**src/rtl/alu_pkg.sv**
```systemverilog
// Shared opcode encodings, FSM state type and datapath widths for the ALU op sequencer.
package alu_pkg;

    localparam int DATA_W = 24;
    localparam int PROD_W = 48;

    localparam logic [2:0] OP_AND     = 3'b000;
    localparam logic [2:0] OP_OR      = 3'b001;
    localparam logic [2:0] OP_ADD     = 3'b010;
    localparam logic [2:0] OP_SLT     = 3'b011;
    localparam logic [2:0] OP_MUL     = 3'b100;
    localparam logic [2:0] OP_XOR     = 3'b101;
    localparam logic [2:0] OP_SLL     = 3'b110;
    localparam logic [2:0] OP_ILLEGAL = 3'b111;

    typedef enum logic [1:0] {
        ST_IDLE   = 2'd0,
        ST_EXEC   = 2'd1,
        ST_MUL_LO = 2'd2,
        ST_MUL_HI = 2'd3
    } state_t;

endpackage

```
**src/rtl/alu_op_sequencer_if.sv**
```systemverilog
// Request handshake, result-mux and register-file write bundle of the sequencer.
interface alu_op_sequencer_if #(
    parameter int REG_AW = 4
);
    import alu_pkg::*;

    logic                req_valid;
    logic                req_ready;
    logic [2:0]          req_op;
    logic [REG_AW-1:0]   req_rd;
    logic [2:0]          alu_sel;
    logic [DATA_W-1:0]   alu_out;
    logic [PROD_W-1:0]   alu_mulout;
    logic                rf_we;
    logic [REG_AW-1:0]   rf_waddr;
    logic [DATA_W-1:0]   rf_wdata;

    // Requester / result-mux / register-file side
    modport master (
        output req_valid, req_op, req_rd, alu_out, alu_mulout,
        input  req_ready, alu_sel, rf_we, rf_waddr, rf_wdata
    );

    // Sequencer side
    modport slave (
        input  req_valid, req_op, req_rd, alu_out, alu_mulout,
        output req_ready, alu_sel, rf_we, rf_waddr, rf_wdata
    );

endinterface

```
**src/rtl/alu_op_sequencer.sv**
```systemverilog
// Sequences one ALU request at a time into register-file writes; a MUL writes
// the low product half to rd and the high half to rd+1 on the following cycle.
module alu_op_sequencer
    import alu_pkg::*;
#(
    parameter int REG_AW = 4,
    parameter int CNT_W  = 16
) (
    input  logic              clk,
    input  logic              rst_n,
    alu_op_sequencer_if.slave bus,
    output logic              busy,
    output logic              err_illegal,
    output logic [CNT_W-1:0]  op_count
);

    state_t              state;
    state_t              state_next;
    logic [2:0]          op_q;
    logic [REG_AW-1:0]   rd_q;
    logic [DATA_W-1:0]   hi_q;
    logic                ready_en;
    logic                accept;
    logic                count_inc;

    // ready_en keeps req_ready low until the first edge after reset release
    assign bus.req_ready = ready_en && (state == ST_IDLE);
    assign accept        = bus.req_valid && bus.req_ready;
    assign bus.alu_sel   = op_q;
    assign busy          = (state != ST_IDLE);

    // State register
    always_ff @(posedge clk or negedge rst_n) begin
        if (!rst_n) begin
            state <= ST_IDLE;
        end else begin
            state <= state_next;
        end
    end

    // Next-state decode and register-file write outputs
    always_comb begin
        state_next   = state;
        bus.rf_we    = 1'b0;
        bus.rf_waddr = '0;
        bus.rf_wdata = '0;
        count_inc    = 1'b0;
        case (state)
            ST_IDLE: begin
                if (accept) begin
                    if (bus.req_op == OP_MUL) begin
                        state_next = ST_MUL_LO;
                    end else if (bus.req_op != OP_ILLEGAL) begin
                        state_next = ST_EXEC;
                    end
                end
            end
            ST_EXEC: begin
                bus.rf_we    = 1'b1;
                bus.rf_waddr = rd_q;
                bus.rf_wdata = bus.alu_out;
                count_inc    = 1'b1;
                state_next   = ST_IDLE;
            end
            ST_MUL_LO: begin
                bus.rf_we    = 1'b1;
                bus.rf_waddr = rd_q;
                bus.rf_wdata = bus.alu_mulout[DATA_W-1:0];
                state_next   = ST_MUL_HI;
            end
            ST_MUL_HI: begin
                bus.rf_we    = 1'b1;
                bus.rf_waddr = rd_q + 1'b1;   // wraps to 0 from the top register
                bus.rf_wdata = hi_q;
                count_inc    = 1'b1;
                state_next   = ST_IDLE;
            end
            default: begin
                state_next = ST_IDLE;
            end
        endcase
    end

    // Request latches, product high-half capture, error flag and op counter
    always_ff @(posedge clk or negedge rst_n) begin
        if (!rst_n) begin
            op_q        <= OP_AND;
            rd_q        <= '0;
            hi_q        <= '0;
            ready_en    <= 1'b0;
            err_illegal <= 1'b0;
            op_count    <= '0;
        end else begin
            ready_en <= 1'b1;
            if (accept) begin
                op_q <= bus.req_op;
                rd_q <= bus.req_rd;
                if (bus.req_op == OP_ILLEGAL) begin
                    err_illegal <= 1'b1;
                end
            end
            if (state == ST_MUL_LO) begin
                hi_q <= bus.alu_mulout[PROD_W-1:DATA_W];
            end
            if (count_inc) begin
                op_count <= op_count + 1'b1;
            end
        end
    end

endmodule

```
**src/flat_wrapper.sv**
```systemverilog
// flat-port wrapper written by rule: the top's interface ports become plain ports
module alu_op_sequencer_flat import alu_pkg::*;
#(
    parameter int REG_AW = 4,
    parameter int CNT_W  = 16
)
  (clk, rst_n, busy, err_illegal, op_count, bus_req_valid, bus_req_op, bus_req_rd, bus_alu_out, bus_alu_mulout, bus_req_ready, bus_alu_sel, bus_rf_we, bus_rf_waddr, bus_rf_wdata);
  alu_op_sequencer_if #(.REG_AW(REG_AW)) bus_i ();
  input  logic clk;
  input  logic rst_n;
  output logic busy;
  output logic err_illegal;
  output logic [CNT_W-1:0] op_count;
  input wire logic [$bits(bus_i.req_valid)-1:0] bus_req_valid;
  input wire logic [$bits(bus_i.req_op)-1:0] bus_req_op;
  input wire logic [$bits(bus_i.req_rd)-1:0] bus_req_rd;
  input wire logic [$bits(bus_i.alu_out)-1:0] bus_alu_out;
  input wire logic [$bits(bus_i.alu_mulout)-1:0] bus_alu_mulout;
  output wire logic [$bits(bus_i.req_ready)-1:0] bus_req_ready;
  output wire logic [$bits(bus_i.alu_sel)-1:0] bus_alu_sel;
  output wire logic [$bits(bus_i.rf_we)-1:0] bus_rf_we;
  output wire logic [$bits(bus_i.rf_waddr)-1:0] bus_rf_waddr;
  output wire logic [$bits(bus_i.rf_wdata)-1:0] bus_rf_wdata;
  assign bus_i.req_valid = bus_req_valid;
  assign bus_i.req_op = bus_req_op;
  assign bus_i.req_rd = bus_req_rd;
  assign bus_i.alu_out = bus_alu_out;
  assign bus_i.alu_mulout = bus_alu_mulout;
  assign bus_req_ready = bus_i.req_ready;
  assign bus_alu_sel = bus_i.alu_sel;
  assign bus_rf_we = bus_i.rf_we;
  assign bus_rf_waddr = bus_i.rf_waddr;
  assign bus_rf_wdata = bus_i.rf_wdata;
  alu_op_sequencer #(.REG_AW(REG_AW), .CNT_W(CNT_W)) u_core (.clk(clk), .rst_n(rst_n), .bus(bus_i), .busy(busy), .err_illegal(err_illegal), .op_count(op_count));
endmodule
```
**config.mk**
```make
export PLATFORM = sky130hd
export DESIGN_NAME = alu_op_sequencer_flat
export DESIGN_NICKNAME = d
export VERILOG_FILES = /design/src/rtl/alu_pkg.sv /design/src/rtl/alu_op_sequencer_if.sv /design/src/rtl/alu_op_sequencer.sv /design/src/flat_wrapper.sv
export SDC_FILE = /design/constraint.sdc
export NUM_CORES = 1
export LEC_CHECK = 0
export CELL_PAD_IN_SITES_DETAIL_PLACEMENT = 2
export CELL_PAD_IN_SITES_GLOBAL_PLACEMENT = 2
export CORE_AREA = 2 2 115 117
export CTS_CLUSTER_DIAMETER = 50
export DETAILED_ROUTE_END_ITERATION = 12
export DIE_AREA = 0 0 117 119
export GPL_TIMING_DRIVEN = 0
export PLACE_DENSITY_LB_ADDON = 0.1
export RECOVER_POWER = 50
export SLEW_MARGIN = 20
export SYNTH_ARGS = -nofsm -noshare
export SYNTH_HDL_FRONTEND = slang
export SYNTH_SLANG_ARGS = --single-unit
```
**constraint.sdc**
```tcl
create_clock -name clk -period 1.55 [get_ports clk]
set_clock_uncertainty 0.05 [all_clocks]
set_input_delay 0.2325 -clock clk [delete_from_list [all_inputs] [get_ports clk]]
set_output_delay 0.2325 -clock clk [all_outputs]
set_load 0.1 [all_outputs]
```
==> impl_results.md <==
- Status: finished with violations
- Violations in the final reports: negative setup slack
- # port buffers: 132
- Post-synth EDFFs: 0
- Global Route Usage Sum: 16.5%
- Mapped Cells: 224
- CP peak stage delay: 0.47 ns
- R2r endpoint: u_core.op_count[14]$_DFFE_PN0P_
- Hold WS: 0.427 ns
- Crit share post-route: 147%
- Worst setup SP type: register
- Hold depth: 1
- DRC: 0
- I/O Pins: 133
- Vias: 2592
- Drt wl/cell: 19.3 um
- Cell accounting for the most synthesized area: dfrtp_1
- H-Tree Depth: 2
- Syn-to-layout area delta: 110%
- Core area: 12900 um^2
- DR pass1 iterations: 6
- Fin worst setup slack: -0.724 ns
- Die Span X: 117 um
- Critical-path maximum fanout: 10
- Initial DRC count: 164
- Via/cell ratio: 4.51
- Sink Count: 51
- Largest net degree at the start of global routing: 28
- Path depth of the worst reg2reg path: 9
- Final setup vio count: 75
- CTS tree: done
- Critical Path AT: 1.99 ns
- Fin crit period: 2.27 ns
- CP Data Required Time: 1.27 ns
- Mapped Nets: 313
- Syn Std Cell Area: 2600 um^2
- Synth Flop Type: dfrtp_1
- Final net count: 487
- Number of global-route vias before repair: 2864
- Worst Path Buf+Inv: 3
- Starting Density: 20.2%
- RSZ-0062 raised after global routing: true
- Root Buffer: clkbuf_16
- Share of layout cells above drive strength 1: 53.9%
- Final Hold Vio Count: 0
- Clk slew on worst S/H paths: 0.08 ns
- Max-cap violations: 0
- Synthesized area per cell: 11.6 um^2
- First-pass GRT wire length: 17.1 mm
- Crit path capture type: output pin
- Distinct cells, synth: 35
- Worst slack, placed: -1.39 ns
- Number of buffers created by CTS: 5
- Non-filler cells, final: 575
- Longest Clk Path Bufs: 2
- FFs w/ async S/R, synth: 100%
- CP delay by family, top: buffers and inverters
- Crit Path Category: reg2out
- Worst hold path type: reg2reg
- Least-Margin Pin Slew: 0.668 ns
- Final Wtd Congestion: 0.702
- Crit-path slowest cell: dfrtp_2
- Hpwl dp: 7.67 mm
- Syn. warnings: 0
- Sequential element share of the synthesized area: 49.0%
- Max Clk Rate: 440 MHz
- Hold EP: u_core.op_count[15]$_DFFE_PN0P_
- Antenna Diode Count: 0
- Initial antenna violation count: 0
- Final core utilization: 42.6%
- Die area: 13900 um^2
- Worst reg2reg setup slack: -0.36 ns
- Worst reg2reg startpoint: u_core.state[1]$_DFFE_PN0P_
- Rows: 42
- Crit path cell chain: buf_6 -> ha_4 -> clkbuf_8 -> a222oi_1 -> nor2_4 -> buf_12
- Worst-skew pair later-pin latency: 0.31 ns
- Die H: 119 um
- Largest cells by area after synthesis: dfrtp_1 (49%), mux2_2 (14%), a222oi_1 (9.2%), nor2_1 (4.8%), ha_1 (3.4%)
- Post-DRT Antenna Nets: 0
- Pins Over Slew Limit: 0
- DRT Wirelength: 11.1 mm
- Yosys reg bits: 51
- Grt total ovfl: 0
- Max-slew headroom: 55.5%
- DP Cell Count: 533
- Hold Crit Start: u_core.op_count[15]$_DFFE_PN0P_
- Post-synth top area share: 49.0%
## stage by stage
| step | cell area (um^2) | setup TNS (ns) |
|---|---|---|
| floorplan | 2990 | -9.00 |
| global placement | 4530 | -139.43 |
| detailed placement | 4550 | -50.64 |
| CTS | 5320 | -24.74 |
| global route | 5480 | -34.89 |
| finish | 5480 | -26.95 |
## registers in the layout (all words and copies together) (netlist names)
signal              count
u_core.hi_q            24
u_core.op_count        16
u_core.rd_q             4
u_core.bus.alu_sel      3
u_core.err_illegal      1
u_core.ready_en         1
u_core.state            2
## layout by cell type, fill, tap and decap left out, drive strengths merged, types with 2 or more instances in the layout
master | synthesis | layout
nand4 | 3 | 3
nor4 | 2 | 2
buf | 7 | 86
xor2 | 6 | 6
clkinv | 0 | 2
nand3 | 7 | 8
nor2 | 33 | 33
o21ai | 3 | 3
dfrtp | 51 | 51
clkbuf | 10 | 17
mux2 | 33 | 33
a22oi | 2 | 2
nor3 | 2 | 2
inv | 5 | 4
o211ai | 2 | 2
ha | 7 | 7
clkdlybuf4s50 | 0 | 80
nand2 | 5 | 5
a222oi | 24 | 24
xnor2 | 10 | 10
clkdlybuf4s18 | 0 | 4
nor2b | 2 | 2
## cell families (layout without fill, tap and decap cells)
logic type	after synthesis	count (layout)	synth area share, %
compound gates	35	35	12.9
fa+ha+maj	7	7	3.36
buf+inv	22	196	3.60
mux	33	33	14.3
other cells	1	1	0.144
flops	51	51	49.0
simple gates	59	60	11.4
xor+xnor	16	16	5.38
## layout make-up
type / count / area (um^2)
Fill cell: 1280 / 7400
Timing Repair Buffer: 170 / 1880
Multi-Input combinational cell: 152 / 1660
Sequential cell: 51 / 1320
Buffer: 13 / 221
Tap cell: 176 / 220
Clock buffer: 6 / 129
Inverter: 5 / 25.0
Clock inverter: 2 / 17.5
## worst max-delay path by stage
stage	from	end	slack (ns)	depth (start not counted)
2_1_floorplan	u_core.state[0]$_DFFE_PN0P_	busy	-0.47	6
3_3_place_gp	rst_n	u_core.op_count[0]$_DFFE_PN0P_	-2.08	1
3_5_place_dp	u_core.state[0]$_DFFE_PN0P_	bus_rf_wdata[10]	-1.39	7
4_1_cts	u_core.state[1]$_DFFE_PN0P_	bus_rf_wdata[4]	-0.74	6
5_1_grt	u_core.state[1]$_DFFE_PN0P_	bus_rf_wdata[8]	-0.83	6
6_report	u_core.state[1]$_DFFE_PN0P_	bus_rf_wdata[7]	-0.72	6
## routing by layer
layer	vias up	wire [um]	GRT usage (%)
met5	-	0	0
met4	0	114	3.97
met3	8	727	3.77
met2	91	5550	27.2
met1	1304	4700	21.6
li1	1189	-	-
## cells in the mapped netlist, drive strengths merged, types with 3 or more instances
master  count
clkbuf     10
dfrtp      51
nand4       3
nand3       7
a222oi     24
o21ai       3
ha          7
nor2       33
buf         7
inv         5
xnor2      10
nand2       5
mux2       33
xor2        6
## repair_timing
| action | 4_1_cts | 5_1_grt |
|---|---|---|
| hold buffers | 1 | 0 |
| setup buffers | 21 | 12 |
| cloned | 4 | 1 |
| setup endpoints to repair | 98 | 85 |
| pin swaps | 36 | 33 |
| hold endpoints to repair | 24 | 0 |
| resized for setup | 400 | 38 |
Power is left out: the tool's default activity adds up to more than one toggle a clock period on the data nets, which glitch-free logic cannot reach.
